--- src/rtl/dcache_dirty_flush_ctrl.sv ---
// dcache_dirty_flush_ctrl
//   Arbiter and flush sequencer for the D-cache dirty-bit table. In IDLE the
//   pipeline's set/clear requests pass straight through. On a flush command the
//   block owns the table, walks every (set, way) with way as the inner loop,
//   issues a writeback for each dirty line and clears its bit once acknowledged.
//   Optional build macro: DCACHE_FLUSH_STAT_EN adds the flush_wb_cnt output,
//   the number of writebacks accepted during the most recent flush.
module dcache_dirty_flush_ctrl #(
    parameter  int addr_width = 4,
    parameter  int way        = 2,
    localparam int WW         = (way > 1) ? $clog2(way) : 1
) (
    input  logic                  clk,
    input  logic                  rst,
    input  logic                  flush_req,
    output logic                  flush_busy,
    output logic                  flush_done,
    input  logic [addr_width-1:0] pipe_addr,
    input  logic [WW-1:0]         pipe_way,
    input  logic                  pipe_set1,
    input  logic                  pipe_set0,
    output logic                  pipe_stall,
    output logic [addr_width-1:0] dt_addr,
    output logic [WW-1:0]         dt_way_select,
    output logic                  dt_set1,
    output logic                  dt_set0,
    input  logic                  dt_dirty,
    output logic                  wb_req,
    output logic [addr_width-1:0] wb_addr,
    output logic [WW-1:0]         wb_way,
    input  logic                  wb_ack
`ifdef DCACHE_FLUSH_STAT_EN
    ,
    output logic [addr_width+WW:0] flush_wb_cnt
`endif
);

    typedef enum logic [2:0] {
        S_IDLE,
        S_SCAN,
        S_WB,
        S_CLEAR,
        S_DONE
    } state_t;

    localparam logic [addr_width-1:0] LAST_SET = '1;
    localparam logic [WW-1:0]         LAST_WAY = WW'(way - 1);

    state_t                r_state;
    state_t                w_state_next;
    logic [addr_width-1:0] r_set_cnt;
    logic [addr_width-1:0] w_set_next;
    logic [WW-1:0]         r_way_cnt;
    logic [WW-1:0]         w_way_next;
    logic                  r_flush_busy;
    logic                  r_flush_done;
    logic                  r_wb_req;
    logic [addr_width-1:0] r_wb_addr;
    logic [WW-1:0]         r_wb_way;

    logic                  w_last;
    logic                  w_way_wrap;
    logic [addr_width-1:0] w_set_adv;
    logic [WW-1:0]         w_way_adv;
    logic                  w_flush_start;

    // Walk position helpers: way is the inner loop, both counters wrap after the last entry.
    assign w_way_wrap = (r_way_cnt == LAST_WAY);
    assign w_last     = w_way_wrap && (r_set_cnt == LAST_SET);
    assign w_way_adv  = w_way_wrap ? '0 : r_way_cnt + 1'b1;
    assign w_set_adv  = w_way_wrap ? r_set_cnt + 1'b1 : r_set_cnt;

    // The busy flag also covers the flush_done pulse cycle, so IDLE only
    // accepts new work once busy has dropped.
    assign w_flush_start = (r_state == S_IDLE) && !r_flush_busy && flush_req;

    // Next-state, counter update and dirty-table port mux.
    always_comb begin
        w_state_next  = r_state;
        w_set_next    = r_set_cnt;
        w_way_next    = r_way_cnt;
        dt_addr       = r_set_cnt;
        dt_way_select = r_way_cnt;
        dt_set1       = 1'b0;
        dt_set0       = 1'b0;
        case (r_state)
            S_IDLE: begin
                dt_addr       = pipe_addr;
                dt_way_select = pipe_way;
                if (!r_flush_busy) begin
                    dt_set1 = pipe_set1;
                    dt_set0 = pipe_set0 && !pipe_set1;
                end
                if (w_flush_start) begin
                    w_state_next = S_SCAN;
                    w_set_next   = '0;
                    w_way_next   = '0;
                end
            end
            S_SCAN: begin
                if (dt_dirty) begin
                    w_state_next = S_WB;
                end else begin
                    w_set_next   = w_set_adv;
                    w_way_next   = w_way_adv;
                    w_state_next = w_last ? S_DONE : S_SCAN;
                end
            end
            S_WB: begin
                if (wb_ack) begin
                    w_state_next = S_CLEAR;
                end
            end
            S_CLEAR: begin
                dt_set0      = 1'b1;
                w_set_next   = w_set_adv;
                w_way_next   = w_way_adv;
                w_state_next = w_last ? S_DONE : S_SCAN;
            end
            S_DONE: begin
                w_state_next = S_IDLE;
            end
            default: begin
                w_state_next = S_IDLE;
            end
        endcase
    end

    // State, walk counters and registered handshake/status outputs.
    always_ff @(posedge clk) begin
        if (rst) begin
            r_state      <= S_IDLE;
            r_set_cnt    <= '0;
            r_way_cnt    <= '0;
            r_flush_busy <= 1'b0;
            r_flush_done <= 1'b0;
            r_wb_req     <= 1'b0;
            r_wb_addr    <= '0;
            r_wb_way     <= '0;
        end else begin
            r_state      <= w_state_next;
            r_set_cnt    <= w_set_next;
            r_way_cnt    <= w_way_next;
            r_flush_done <= (r_state == S_DONE);
            if (w_flush_start) begin
                r_flush_busy <= 1'b1;
            end else if (r_flush_done) begin
                r_flush_busy <= 1'b0;
            end
            if (r_state == S_SCAN && dt_dirty) begin
                r_wb_req  <= 1'b1;
                r_wb_addr <= r_set_cnt;
                r_wb_way  <= r_way_cnt;
            end else if (r_state == S_WB && wb_ack) begin
                r_wb_req <= 1'b0;
            end
        end
    end

`ifdef DCACHE_FLUSH_STAT_EN
    logic [addr_width+WW:0] r_flush_wb_cnt;

    // Writeback counter for the current/most recent flush.
    always_ff @(posedge clk) begin
        if (rst) begin
            r_flush_wb_cnt <= '0;
        end else if (w_flush_start) begin
            r_flush_wb_cnt <= '0;
        end else if (r_state == S_WB && wb_ack) begin
            r_flush_wb_cnt <= r_flush_wb_cnt + 1'b1;
        end
    end

    assign flush_wb_cnt = r_flush_wb_cnt;
`endif

    assign flush_busy = r_flush_busy;
    assign flush_done = r_flush_done;
    assign pipe_stall = r_flush_busy;
    assign wb_req     = r_wb_req;
    assign wb_addr    = r_wb_addr;
    assign wb_way     = r_wb_way;

endmodule

--- config.mk ---
export PLATFORM = sky130hd
export DESIGN_NAME = dcache_dirty_flush_ctrl
export DESIGN_NICKNAME = d
export VERILOG_FILES = /design/src/rtl/dcache_dirty_flush_ctrl.sv
export SDC_FILE = /design/constraint.sdc
export NUM_CORES = 1
export LEC_CHECK = 0
export CAP_MARGIN = 10
export CORE_AREA = 5 5 48 50
export DETAILED_ROUTE_END_ITERATION = 8
export DIE_AREA = 0 0 53 55
export PLACE_DENSITY = 0.79
export SLEW_MARGIN = 15
export SYNTH_ARGS = -nofsm -noshare
export SYNTH_HDL_FRONTEND = slang
export SYNTH_SLANG_ARGS = --single-unit
--- constraint.sdc ---
create_clock -name clk -period 2 [get_ports clk]
set_input_delay 0.4 -clock clk [delete_from_list [all_inputs] [get_ports clk]]
set_output_delay 0.4 -clock clk [all_outputs]
set_load 0.005 [all_outputs]
# After elaboration in Yosys (flattened, before gate mapping)
# Index checks and enable logic that the tools add are counted.
# totals
register_bits,16
input_bits,12
output_inout_bits,16
elab_cells,55
# op_classes
n_addsub,2
n_eq_ne,8
muxes,23
n_reduce_logical,14
# ops
op,count
$mux 4,4
$mux 3,4
$pmux 3 s4,1
$pmux 4 s3,1
$mux 1,11
$eq 3x2->1 const B,2
$logic_and 1x1->1,6
$ne 2x2->1 const B,3
$add 4x1->4 const B,1
$eq 4x4->1 const B,1
$reduce_bool 2->1,2
$eq 3x1->1 const B,1
$eq 3x3->1 const B,1
$logic_not 3->1,1
$pmux 1 s3,1
$reduce_and 3->1,1
$reduce_bool 3->1,1
$logic_not 1->1,2
$pmux 1 s2,1
$reduce_and 2->1,1
$add 1x1->1 const B,1

# Logic depth before layout (Yosys ltp)
# logic_depth
ltp_word,5
mapped_depth,5
ltp_nobuf,5

# Worst setup path after synthesis
# No wires, ideal clock.
# synth_timing
path_type,register -> output
start,reg r_state[1]
end,out dt_addr[0]
arrival_time_ns,1.115
t_required_ns,1.600
path_slack_ns,0.485
path_stages_with_launch,4
path_buffers,1
path_cell_list,dfxtp_1 > buf_2 > nor3_2 > mux2_2
# synth_via
elab_chain_len,2
# synth_lines
element,line_no,rtl
"start, declared",49,state_t r_state;
"start signal, assigned",141,r_state <= w_state_next;
$logic_not 3->1,86,case (r_state)
$mux 4,86,
"end, declared",23,"output logic [addr_width-1:0] dt_addr,"
# No other way between the ends.

# Worst setup path after layout
# layout_timing
start,in pipe_set1
end,out dt_set0
# layout_via
elab_chain_len,4
# layout_lines
element,line_no,rtl
"start, declared",20,"input logic pipe_set1,"
$logic_not 1->1,92,dt_set0 = pipe_set0 && !pipe_set1;
$logic_and 1x1->1,92,
$mux 1,90,if (!r_flush_busy) begin
$pmux 1 s2,86,
"end, declared",26,"output logic dt_set0,"
# No other way between the ends.

==> out/results.md <==
| Group | Metric | This run |
|:---|:---|:---|
| finish | Antenna fix cells | 0 |
| global route | Via count of the first global-routing pass | 798 |
| route | First-pass iteration count of the detailed router | 4 |
| sta | Final count of pins violating max slew | 0 |
| sta | Number of hold violations in the final report | 0 |
| route | Metal2 WL | 956 µm |
| finish | Fill count | 182 |
| setup path | Maximum net fanout on the critical path | 2 |
| route | Metal3 WL | 166 µm |
| setup path | Startpoint class of the critical path | input port |
| sta | Number of setup violations in the final report | 0 |
| die | Die boundary width | 53 µm |
| route | Final Routed Wirelength | 2091 µm |
| pwr | Static Leakage | 0.4591 nW |
| setup path | Endpoint type of the worst setup path | primary output |
| clock tree | Root cell of the clock tree | sky130_fd_sc_hd__clkbuf_4 |
| sta | Fin crit share | 96.96% |
| synth | Distinct cell type count of the synthesized netlist | 32 |
| finish | Filler-free cell count of the finished design | 154 |
| global route | Congestion Overflow GR | 0 |
| die | DIE AREA | 0.002915 mm² |
| setup path | Critical R2R Launch | r_state[1]$_SDFFE_PP0P_ |
| setup path | Depth of the most critical reg-to-reg path | 5 |
| sta | Final clock skew | 4.558 ps |
| global route | Initial antenna violation count | 0 |
| die | Total I/O pin count | 28 |
| sta | Worst Tran Pin Value | 413.8 ps |
| global route | GRT Util Overall | 15.88% |
| route | Count of unresolved DRC violations after routing | 0 |
| finish | Multi-input gate area in the final layout | 445.4 µm² |
| place | Port Buf Inserts | 27 |
| clock tree | Clock transition at the register clock pins on the worst setup and hold paths after CTS | 90 ps |
| synth | Yosys reg bits | 16 |
| worst hold path | Hold-critical path endpoint | wb_req$_SDFFE_PP0P_ |
| sta | Unrepaired setup endpoints after global routing | true |
| die | Area of the core | 0.001862 mm² |
| place | Gpl congestion | 0.7348 |
| finish | Share of cells above drive strength 1 | 21.26% |
| clock tree | H-tree levels | 1 |
| finish | Combined flip-flop and latch cell area | 324.1 µm² |
| route | Length of routed wiring on met1 | 931 µm |
| route | Detailed-route wire length per cell | 13.58 µm |
| route | Remaining number of nets flagged by the antenna check after routing | 0 |
| synth | Part of the Yosys area used for sequential elements | 39.57% |
| synth | Number of warning messages in the yosys log | 0 |
| synth | Mapped Area | 809.5 µm² |
| worst hold path | Hold Startpoint | wb_req$_SDFFE_PP0P_ |
| clock tree | Worst-Skew Late Latency | 290 ps |
| worst hold path | Hold Crit Depth | 2 |
| finish | Layout overhead on the synthesized area | 44.82% |
| clock tree | Clock sink total | 16 |
| route | Via count | 807 |
| synth | Synthesized netlist cell count | 94 |
| sta | Final critical delay including setup and external delays | 1939 ps |
| setup path | Critical Path RT | 1600 ps |
| setup path | Crit path kind | in -> out |
| outcome | Run status | completed |
| place | Pre-CTS WS | -118.5 ps |
| place | Placed instance count | 147 |
| synth | Synthesized area divided by synthesized cell count | 8.612 µm² |
| sta | Hold Slack | 495.9 ps |
| worst hold path | Hold/Removal Path Class | reg -> reg |
| sta | Setup TNS Final | 0 ps |
| pwr | Worst IR drop on VDD | 0.3107 mV |
| sta | Final WS setup | 60.85 ps |
| die | Row count | 16 |
| global route | Pin count of the biggest net entering global routing | 14 |
| route | Via density per instance | 5.240 |
| setup path | Signal arrival time at the worst endpoint | 1540 ps |
| setup path | FF-to-FF setup slack | 510 ps |
| clock tree | Buffers from clock root to sink, at most | 2 |
| route | Iter 0 DRT Violations | 14 |
| clock tree | TritonCTS clock tree | built |
| finish | Post-layout nets | 141 |
| clock tree | Number of CTS-inserted buffers | 3 |
| setup path | Reg2Reg Capture Point | r_set_cnt[2]$_SDFFE_PP0P_ |
| finish | Final standard cell utilization of the core | 62.97% |
| global route | Global-route wire length before repair | 3367 µm |
| sta | Achievable frequency | 515.7 MHz |
| die | Die height | 55 µm |
| route | Highest metal layer used by the detailed router | met4 |
| synth | Syn Nets | 107 |
| run | Max-capacitance violation count | 0 |
| pwr | Total power divided by cell area | 643.3 mW/mm² |
| die | Starting Density | 43.48% |
| sta | Max-slew headroom at the worst pin | 72.42% |
| place | Estimated wirelength of the detail-placed design | 1512 µm |
[placed cells by master, fill, tap and decap left out, types with 2 or more instances in the layout]
cell,count
sky130_fd_sc_hd__dfxtp_1,13
sky130_fd_sc_hd__buf_4,9
sky130_fd_sc_hd__nor2b_1,2
sky130_fd_sc_hd__nand2_1,5
sky130_fd_sc_hd__mux2_2,5
sky130_fd_sc_hd__a31oi_1,3
sky130_fd_sc_hd__o21ai_0,5
sky130_fd_sc_hd__or3_1,2
sky130_fd_sc_hd__inv_1,3
sky130_fd_sc_hd__clkbuf_2,3
sky130_fd_sc_hd__mux2i_1,6
sky130_fd_sc_hd__nand4_1,3
sky130_fd_sc_hd__nor2_1,14
sky130_fd_sc_hd__clkbuf_4,3
sky130_fd_sc_hd__dfxtp_2,3
sky130_fd_sc_hd__a21oi_1,3
sky130_fd_sc_hd__clkdlybuf4s50_1,20
sky130_fd_sc_hd__dlygate4sd2_1,3
sky130_fd_sc_hd__nor3_1,4
[cells by family (layout without fill, tap and decap cells)]
family	Yosys count	count (layout)	synth area share, %
AOI/OAI and AO/OA	16	16	12.52
muxes	11	11	14.37
adders and majority gates	1	1	1.545
buffers and inverters	10	43	5.409
and+or+nand+nor	40	40	26.59
DFF	16	16	39.57
[registers in the layout, indices dropped and copies added (netlist names)]
name	count
r_state	3
r_set_cnt	4
wb_way	1
wb_req	1
flush_busy	1
r_way_cnt	1
flush_done	1
wb_addr	4
[Yosys cell counts]
master                     instances  share of area (%)
sky130_fd_sc_hd__o311ai_1          1                1.1
sky130_fd_sc_hd__mux2i_1           6                7.4
sky130_fd_sc_hd__mux2_2            5                7.0
sky130_fd_sc_hd__nor2_2            1               0.77
sky130_fd_sc_hd__clkbuf_1          4                1.9
sky130_fd_sc_hd__or3_1             2                1.5
sky130_fd_sc_hd__nand2b_4          1                1.7
sky130_fd_sc_hd__o21ai_0           5                3.1
sky130_fd_sc_hd__nor4b_1           1                1.1
sky130_fd_sc_hd__nand2_1           5                2.3
sky130_fd_sc_hd__and3_1            1               0.77
sky130_fd_sc_hd__a22oi_1           1               0.93
sky130_fd_sc_hd__dfxtp_1          16                 40
sky130_fd_sc_hd__nand4b_1          1                1.1
sky130_fd_sc_hd__inv_1             3                1.4
sky130_fd_sc_hd__buf_4             1               0.93
sky130_fd_sc_hd__nor2b_1           2                1.5
sky130_fd_sc_hd__nor4_1            1               0.77
sky130_fd_sc_hd__ha_1              1                1.5
sky130_fd_sc_hd__a21oi_1           3                1.9
sky130_fd_sc_hd__nor2_1           14                6.5
sky130_fd_sc_hd__a311oi_1          1                1.1
sky130_fd_sc_hd__a31oi_1           3                2.3
sky130_fd_sc_hd__a32oi_1           1                1.1
sky130_fd_sc_hd__nand3_1           1               0.62
sky130_fd_sc_hd__nor3_1            4                2.5
sky130_fd_sc_hd__nand2b_1          1               0.77
sky130_fd_sc_hd__or3b_1            1                1.1
sky130_fd_sc_hd__o221ai_1          1                1.1
sky130_fd_sc_hd__nand4_1           3                2.3
sky130_fd_sc_hd__buf_2             2                1.2
sky130_fd_sc_hd__nor3_2            1                1.2
[through the flow]
step / instance area [µm²] / total power (W)
final: 1172 / 0.0007542
after global routing: 1172 / 0.0007958
after CTS: 1184 / 0.0007627
after detailed placement: 1126 / 0.0005437
after global placement: 1126 / 0.0005407
after floorplan: 809.5 / 0.0004460
[metal layers]
metal	vias up	global-route usage, %
met5	-	0
met4	0	7.660
met3	4	2.949
met2	35	27.89
met1	363	18.64
li1	405	-
[how the worst max path moves through the flow]
stage	from	cells after the start	end	slack [ps]
floorplan	r_state[1]$_SDFFE_PP0P_	3	dt_addr[0]	480
global placement	pipe_set1	5	dt_set0	-60
detailed placement	pipe_set1	5	dt_set0	-120
CTS	r_state[0]$_SDFFE_PP0P_	5	dt_addr[0]	-0.6
global route	pipe_set1	5	dt_set0	-50
finish	pipe_set1	5	dt_set0	60
[what timing repair did]
item,4_1_cts,5_1_grt
resized for setup,11,5
endpoints found under the hold margin,0,0
hold buffers,0,0
endpoints found under the setup margin,7,7
buffers inserted,3,0
pin swaps,1,0
[worst max-delay path: stages]
cell                              delay (ps)
sky130_fd_sc_hd__clkdlybuf4s50_1         410
sky130_fd_sc_hd__nor4_1                  280
sky130_fd_sc_hd__a22oi_1                 110
sky130_fd_sc_hd__nor2_1                  100
sky130_fd_sc_hd__dlygate4sd2_1           240
[where the power goes]
group	switching, W	internal, W	total (W)
Sequential	0.0000136	0.000329	0.000343
Clock	0.000105	0.000111	0.000216
Combinational	0.0000821	0.000113	0.000196
[cell type report]
type                            instances  share of cell area, %
Inverter                                3                 0.9605
Clock buffer                            4                  3.095
Multi-Input combinational cell         68                  37.99
Timing Repair Buffer                   36                  27.43
Tap cell                               27                  2.882
Sequential cell                        16                  27.64
No activity file was read; power rests on OpenSTA's default activity.
